==> config.mk <==
export PLATFORM = sky130hd
export DESIGN_NAME = time_ascii_tx
export DESIGN_NICKNAME = d
export VERILOG_FILES = /design/src/rtl/time_tx_pkg.sv /design/src/rtl/bin2bcd_seq.sv /design/src/rtl/time_ascii_tx.sv
export SDC_FILE = /design/constraint.sdc
export NUM_CORES = 1
export LEC_CHECK = 0
export ABC_AREA = 1
export BUFFER_PORTS_ARGS = -buffer_cell sky130_fd_sc_hd__buf_2
export CAP_MARGIN = 25
export CORE_ASPECT_RATIO = 0.5
export CORE_UTILIZATION = 59
export DETAILED_ROUTE_END_ITERATION = 8
export GPL_ROUTABILITY_DRIVEN = 0
export MAX_ROUTING_LAYER = met4
export PLACE_DENSITY = 0.92
export RECOVER_POWER = 50
export SLEW_MARGIN = 0
export SYNTH_ARGS = -nofsm -noshare
export SYNTH_HDL_FRONTEND = slang
export SYNTH_SLANG_ARGS = --single-unit
==> constraint.sdc <==
create_clock -name clk -period 2.75 [get_ports clk]
set_input_delay 0.825 -clock clk [delete_from_list [all_inputs] [get_ports clk]]
set_output_delay 0.825 -clock clk [all_outputs]
set_load 0.02 [all_outputs]
==> src/rtl/time_tx_pkg.sv <==
// -----------------------------------------------------------------------------
// time_tx_pkg
// Shared definitions for the stopwatch ASCII time transmitter:
//   - FSM state encodings (IDLE, CONV, EMIT)
//   - ASCII constants used to build the "MM:SS.hh" frame
//   - conversion latency of the bin2bcd_seq converters
//   - small helpers for digit encoding and input clamping
// -----------------------------------------------------------------------------
package time_tx_pkg;

    localparam logic [1:0] IDLE = 2'd0;
    localparam logic [1:0] CONV = 2'd1;
    localparam logic [1:0] EMIT = 2'd2;

    localparam logic [7:0] ASCII_ZERO  = 8'h30;
    localparam logic [7:0] ASCII_COLON = 8'h3A;
    localparam logic [7:0] ASCII_DOT   = 8'h2E;
    localparam logic [7:0] ASCII_CR    = 8'h0D;
    localparam logic [7:0] ASCII_LF    = 8'h0A;

    // One double-dabble iteration per input bit.
    localparam int CONV_CYCLES = 10;

    function automatic logic [7:0] digit_ascii(input logic [3:0] d);
        return ASCII_ZERO + {4'd0, d};
    endfunction

    function automatic logic [9:0] clamp10(input logic [9:0] v, input logic [9:0] max_v);
        return (v > max_v) ? max_v : v;
    endfunction

endpackage

==> src/rtl/bin2bcd_seq.sv <==
// -----------------------------------------------------------------------------
// bin2bcd_seq
// Sequential double-dabble converter: 10-bit binary to 3-digit BCD.
// A start pulse loads the operand; exactly CONV_CYCLES later done pulses for
// one cycle and bcd holds the result until the next start.
// Ports:
//   clk    : rising-edge clock
//   reset  : asynchronous active-low reset
//   start  : load bin and begin conversion
//   bin    : binary operand (values above 999 do not fit the result)
//   bcd    : {hundreds, tens, units}
//   done   : one-cycle pulse when bcd is valid
// -----------------------------------------------------------------------------
module bin2bcd_seq
    import time_tx_pkg::*;
(
    input  logic        clk,
    input  logic        reset,
    input  logic        start,
    input  logic [9:0]  bin,
    output logic [11:0] bcd,
    output logic        done
);

    // {bcd digits[11:0], binary bits still to shift in[9:0]}
    logic [21:0] sr_reg;
    logic [21:0] sr_adj;
    logic [3:0]  cnt_reg;
    logic        done_reg;

    // Add 3 to every BCD nibble >= 5 before the shift.
    always_comb begin
        sr_adj = sr_reg;
        for (int n = 0; n < 3; n++) begin
            if (sr_reg[10 + 4*n +: 4] >= 4'd5)
                sr_adj[10 + 4*n +: 4] = sr_reg[10 + 4*n +: 4] + 4'd3;
        end
    end

    always_ff @(posedge clk or negedge reset) begin
        if (!reset) begin
            sr_reg   <= '0;
            cnt_reg  <= '0;
            done_reg <= 1'b0;
        end else begin
            done_reg <= 1'b0;
            if (start) begin
                sr_reg  <= {12'd0, bin};
                cnt_reg <= 4'(CONV_CYCLES);
            end else if (cnt_reg != 4'd0) begin
                sr_reg  <= {sr_adj[20:0], 1'b0};
                cnt_reg <= cnt_reg - 4'd1;
                if (cnt_reg == 4'd1)
                    done_reg <= 1'b1;
            end
        end
    end

    assign bcd  = sr_reg[21:10];
    assign done = done_reg;

endmodule

==> src/rtl/time_ascii_tx.sv <==
// -----------------------------------------------------------------------------
// time_ascii_tx
// Snapshots the stopwatch time on a send pulse and streams it to the UART TX
// byte interface as ASCII "MM:SS.hh" (MIN_DIGITS minute digits).
// Optional terminator: define TIME_TX_CRLF_EN to append CR LF to each frame.
// Ports:
//   clk, reset     : clock, asynchronous active-low reset
//   send           : request a frame (sampled only in IDLE)
//   minutes/seconds/hundreth_sec : binary time inputs
//   tx_data/tx_valid/tx_ready    : byte stream, valid/ready handshake
//   busy           : high from snapshot until the last byte is accepted
//   done           : one-cycle pulse in the first IDLE cycle after a frame
// -----------------------------------------------------------------------------
module time_ascii_tx
    import time_tx_pkg::*;
#(
    parameter int MIN_DIGITS = 2
)(
    input  logic       clk,
    input  logic       reset,
    input  logic       send,
    input  logic [9:0] minutes,
    input  logic [9:0] seconds,
    input  logic [9:0] hundreth_sec,
    output logic [7:0] tx_data,
    output logic       tx_valid,
    input  logic       tx_ready,
    output logic       busy,
    output logic       done
);

    localparam logic [9:0] MIN_MAX = (MIN_DIGITS == 3) ? 10'd999 : 10'd99;
`ifdef TIME_TX_CRLF_EN
    localparam int FRAME_LEN = MIN_DIGITS + 8;
`else
    localparam int FRAME_LEN = MIN_DIGITS + 6;
`endif
    localparam logic [3:0] LAST_IDX = 4'(FRAME_LEN - 1);

    logic [1:0]  state_reg;
    logic [3:0]  idx_reg;
    logic        done_reg;
    logic        start;
    logic [11:0] min_bcd, sec_bcd, hs_bcd;
    logic        min_done, sec_done, hs_done;
    logic [7:0]  byte_sel;
    logic        unused_hi;

    // The converters latch their operands on start, so they double as the
    // snapshot: later input changes cannot reach the frame.
    assign start = (state_reg == IDLE) && send;

    bin2bcd_seq u_min (
        .clk(clk), .reset(reset), .start(start),
        .bin(clamp10(minutes, MIN_MAX)), .bcd(min_bcd), .done(min_done)
    );
    bin2bcd_seq u_sec (
        .clk(clk), .reset(reset), .start(start),
        .bin(clamp10(seconds, 10'd99)), .bcd(sec_bcd), .done(sec_done)
    );
    bin2bcd_seq u_hs (
        .clk(clk), .reset(reset), .start(start),
        .bin(clamp10(hundreth_sec, 10'd99)), .bcd(hs_bcd), .done(hs_done)
    );

    // Seconds and hundredths are clamped to 99, so their hundreds digit is 0.
    assign unused_hi = ^{sec_bcd[11:8], hs_bcd[11:8]};

    always_ff @(posedge clk or negedge reset) begin
        if (!reset) begin
            state_reg <= IDLE;
            idx_reg   <= '0;
            done_reg  <= 1'b0;
        end else begin
            done_reg <= 1'b0;
            case (state_reg)
                IDLE: if (send) state_reg <= CONV;
                CONV: begin
                    // All three converters share the same fixed latency.
                    if (min_done && sec_done && hs_done) begin
                        state_reg <= EMIT;
                        idx_reg   <= '0;
                    end
                end
                EMIT: begin
                    if (tx_ready) begin
                        if (idx_reg == LAST_IDX) begin
                            state_reg <= IDLE;
                            done_reg  <= 1'b1;
                        end else begin
                            idx_reg <= idx_reg + 4'd1;
                        end
                    end
                end
                default: state_reg <= IDLE;
            endcase
        end
    end

    // Byte position relative to the colon: negative positions are minute
    // digits, most significant first.
    always_comb begin
        int rel;
        logic [1:0] dsel;
        byte_sel = 8'h00;
        rel      = int'(idx_reg) - MIN_DIGITS;
        dsel     = 2'(-rel - 1);
        if (rel < 0) begin
            byte_sel = digit_ascii(min_bcd[4*dsel +: 4]);
        end else begin
            case (rel)
                0: byte_sel = ASCII_COLON;
                1: byte_sel = digit_ascii(sec_bcd[7:4]);
                2: byte_sel = digit_ascii(sec_bcd[3:0]);
                3: byte_sel = ASCII_DOT;
                4: byte_sel = digit_ascii(hs_bcd[7:4]);
                5: byte_sel = digit_ascii(hs_bcd[3:0]);
`ifdef TIME_TX_CRLF_EN
                6: byte_sel = ASCII_CR;
                7: byte_sel = ASCII_LF;
`endif
                default: byte_sel = 8'h00;
            endcase
        end
    end

    assign tx_valid = (state_reg == EMIT);
    assign tx_data  = (state_reg == EMIT) ? byte_sel : 8'h00;
    assign busy     = (state_reg != IDLE);
    assign done     = done_reg;

endmodule

==> results.py <==
metrics = {
    "status": {
        "status": "finished, violations left",
        "violations": "capacitance limit, slew limit",
    },
    "place": {
        "dpl.cell_count": 643,
        "hpwl_um": 6310,
        "place_area_um2": 4460,
        "port_buffers": 42,
    },
    "synthesis": {
        "synth_top_area_share_pct": 45.5,
        "syn_inst": 520,
        "yosysWarnings": 0,
        "syn_area_per_cell_um2": 8.04,
        "synthTopCellsByArea": "dfrtp_1, nand2_1, o21ai_0",
        "synth_top_area_cell": "dfrtp_1",
        "synth-seq-cells": 76,
        "synth_cell_types": 28,
        "ys_seq_area_share_pct": 45.5,
        "syn_area_um2": 4180,
    },
    "setup_path": {
        "cp-end-kind": "output pin",
        "critPathArrivalTime_ns": 1.86,
        "reg2reg_to": "u_hs.sr_reg[6]$_DFFE_PN0P_",
        "reg2reg_from": "state_reg[0]$_DFFE_PN0P_",
        "regToRegSetupSlack_ns": 0.62,
        "path_class": "flop to output pin",
        "critPathMaxFanout": 8,
        "cp.required_ns": 1.93,
        "reg2regPathDepth": 6,
        "cp-start-kind": "flop",
    },
    "sta": {
        "min_period_ns": 2.68,
        "clock.fmax_ghz": 0.373,
        "hold_violations": 0,
        "period_share_pct": 97.5,
        "final_max_slew_viol_count": 77,
        "setup_violations": 0,
        "skew_ns": 0.00655,
        "max-slew-margin-rel_pct": -21.9,
        "worst_slew_pin_slew_ns": 1.83,
    },
    "hold_path": {
        "min_to": "u_min.sr_reg[1]$_DFFE_PN0P_",
        "hp-class": "flop to flop",
        "min-delay-start": "u_min.sr_reg[1]$_DFFE_PN0P_",
        "hold_depth": 2,
    },
    "die": {
        "die_area_um2": 7440,
        "ios": 45,
        "initial_core_util_pct": 61.9,
        "chipWidth_um": 121,
        "die_h_um": 61.5,
        "fp-row-count": 21,
        "core-area_um2": 6750,
    },
    "finish": {
        "fin_nets": 625,
        "final_cell_mix": "nand2_1, dfrtp_1, inv_1, o21ai_0, buf_2",
        "final_area_um2": 4790,
        "final_common_cell": "nand2_1",
        "final_core_util_pct": 70.9,
        "syn2layout_area_growth_pct": 14.6,
        "drive_gt1_share_pct": 16.6,
        "diodes": 0,
        "final_cells": 664,
    },
    "grt": {
        "grt_max_degree": 77,
        "antenna_found_initial": 0,
        "grt_first_pass_wirelength_um": 15000,
        "first_global_vias": 3226,
        "grt_usage_pct": 27.3,
        "grt.overflow.total": 0,
    },
    "clocking": {
        "h-tree-depth": 3,
        "cts_tree": "built",
        "cts_buffers": 9,
        "cts_buffer_depth": 2,
        "cts_num_sinks": 76,
        "cts.clk_slew.worst_paths_ns": 0.06,
        "cts_root_buffer": "clkbuf_16",
        "clock_latency_ns": 0.34,
    },
    "run": {
        "drv_cap": 1,
    },
    "detailed_routing": {
        "postRouteAntennaNets": 0,
        "wirelength_um": 9360,
        "routedWlPerCell_um": 14.1,
        "drtIter0Drc": 361,
        "via_per_inst": 5.65,
        "drtPass1Iterations": 5,
        "drc": 0,
        "vias": 3750,
    },
    "pwr": {
        "p_leak_nw": 2.40,
        "p_per_area_nw_per_um2": 1180,
        "vdd_drop_max_mv": 0.404,
        "total_power_mw": 5.67,
    },
}
## synthesized netlist by cell type
library cell and count:
nand3_4 1, nor2_1 22, inv_1 72, o21ai_0 66
a21oi_1 31, o211ai_1 3, nor3_1 6, o22ai_1 24
or2_2 8, o32ai_1 1, ha_1 24, a22oi_1 3
o21ai_1 5, buf_6 1, nand2_1 94, nand3_1 36
nor2_2 2, inv_2 6, buf_4 4, or2_0 3
clkbuf_1 4, nand2_2 2, buf_2 7, buf_1 1
dfrtp_1 76, conb_1 1, xor2_1 3, nand4_1 14
## kinds of logic after synthesis
logic type | Yosys count | share of synthesized area [%]
and+or+nand+nor | 188 | 20.2
AOI/OAI and AO/OA | 133 | 17.1
buffers and inverters | 95 | 9.28
DFF | 76 | 45.5
adders and majority gates | 24 | 7.19
xor gates and xnor gates | 3 | 0.629
other | 1 | 0.0897
## area by class of cell
type | instances | area (um2)
Clock inverter | 6 | 48.8
Fill cell | 514 | 1960
Multi-Input combinational cell | 351 | 1920
Sequential cell | 76 | 1900
Clock buffer | 10 | 229
Tap cell | 92 | 115
Timing Repair Buffer | 51 | 283
Inverter | 78 | 295
## worst max-delay path, cell delays in order (launching register included)
cell and delay [ns]:
dfrtp_1 0.41, inv_2 0.08, ha_4 0.16, inv_1 0.07, nand2_2 0.10, nand2_2 0.17
nand4_1 0.11, nand2_1 0.09, nor2_1 0.05, a21oi_1 0.11, buf_2 0.18
## power by group
group	total, mW	switching (mW)	leakage, nW	internal, mW
logic	2.57	1.64	1.33	0.930
clock network	1.10	0.484	0.126	0.618
registers	2.00	0.358	0.943	1.64
## worst max-delay path by stage
stage	from	endpoint	slack (ns)	depth (start not counted)
global route	idx_reg[1]$_DFFE_PN0P_	tx_data[3]	-0.05	10
floorplan	idx_reg[1]$_DFFE_PN0P_	tx_data[1]	0.21	9
detailed placement	idx_reg[1]$_DFFE_PN0P_	tx_data[5]	0.26	10
CTS	idx_reg[1]$_DFFE_PN0P_	tx_data[0]	0.006	10
global placement	idx_reg[1]$_DFFE_PN0P_	tx_data[5]	0.32	10
finish	idx_reg[1]$_DFFE_PN0P_	tx_data[1]	0.07	10
## repair_timing
item / CTS / global route
gates resized for setup: 5 / 11
endpoints found under the setup margin: 6 / 6
hold buffers: 0 / 0
buffers inserted: 0 / 4
pin swaps: 0 / 4
cloned: 0 / 1
## per-layer routing
| layer | routed length (um) | vias to the layer above | GRT usage (%) |
|---|---|---|---|
| li1 | - | 1832 | - |
| met1 | 4360 | 1781 | 36.7 |
| met2 | 4280 | 122 | 41.6 |
| met3 | 583 | 15 | 7.13 |
| met4 | 136 | 0 | 7.05 |
| met5 | 0 | - | - |
## metrics by stage
step                      setup TNS (ns)  hold WS (ns)  setup WS [ns]
after floorplan                        0         0.449          0.214
after global placement                 0         0.464          0.318
after detailed placement               0         0.466          0.262
after CTS                              0         0.484        0.00640
after global routing              -0.133         0.512        -0.0513
final                                  0         0.482         0.0678
No activity file was read; power rests on OpenSTA's default activity.
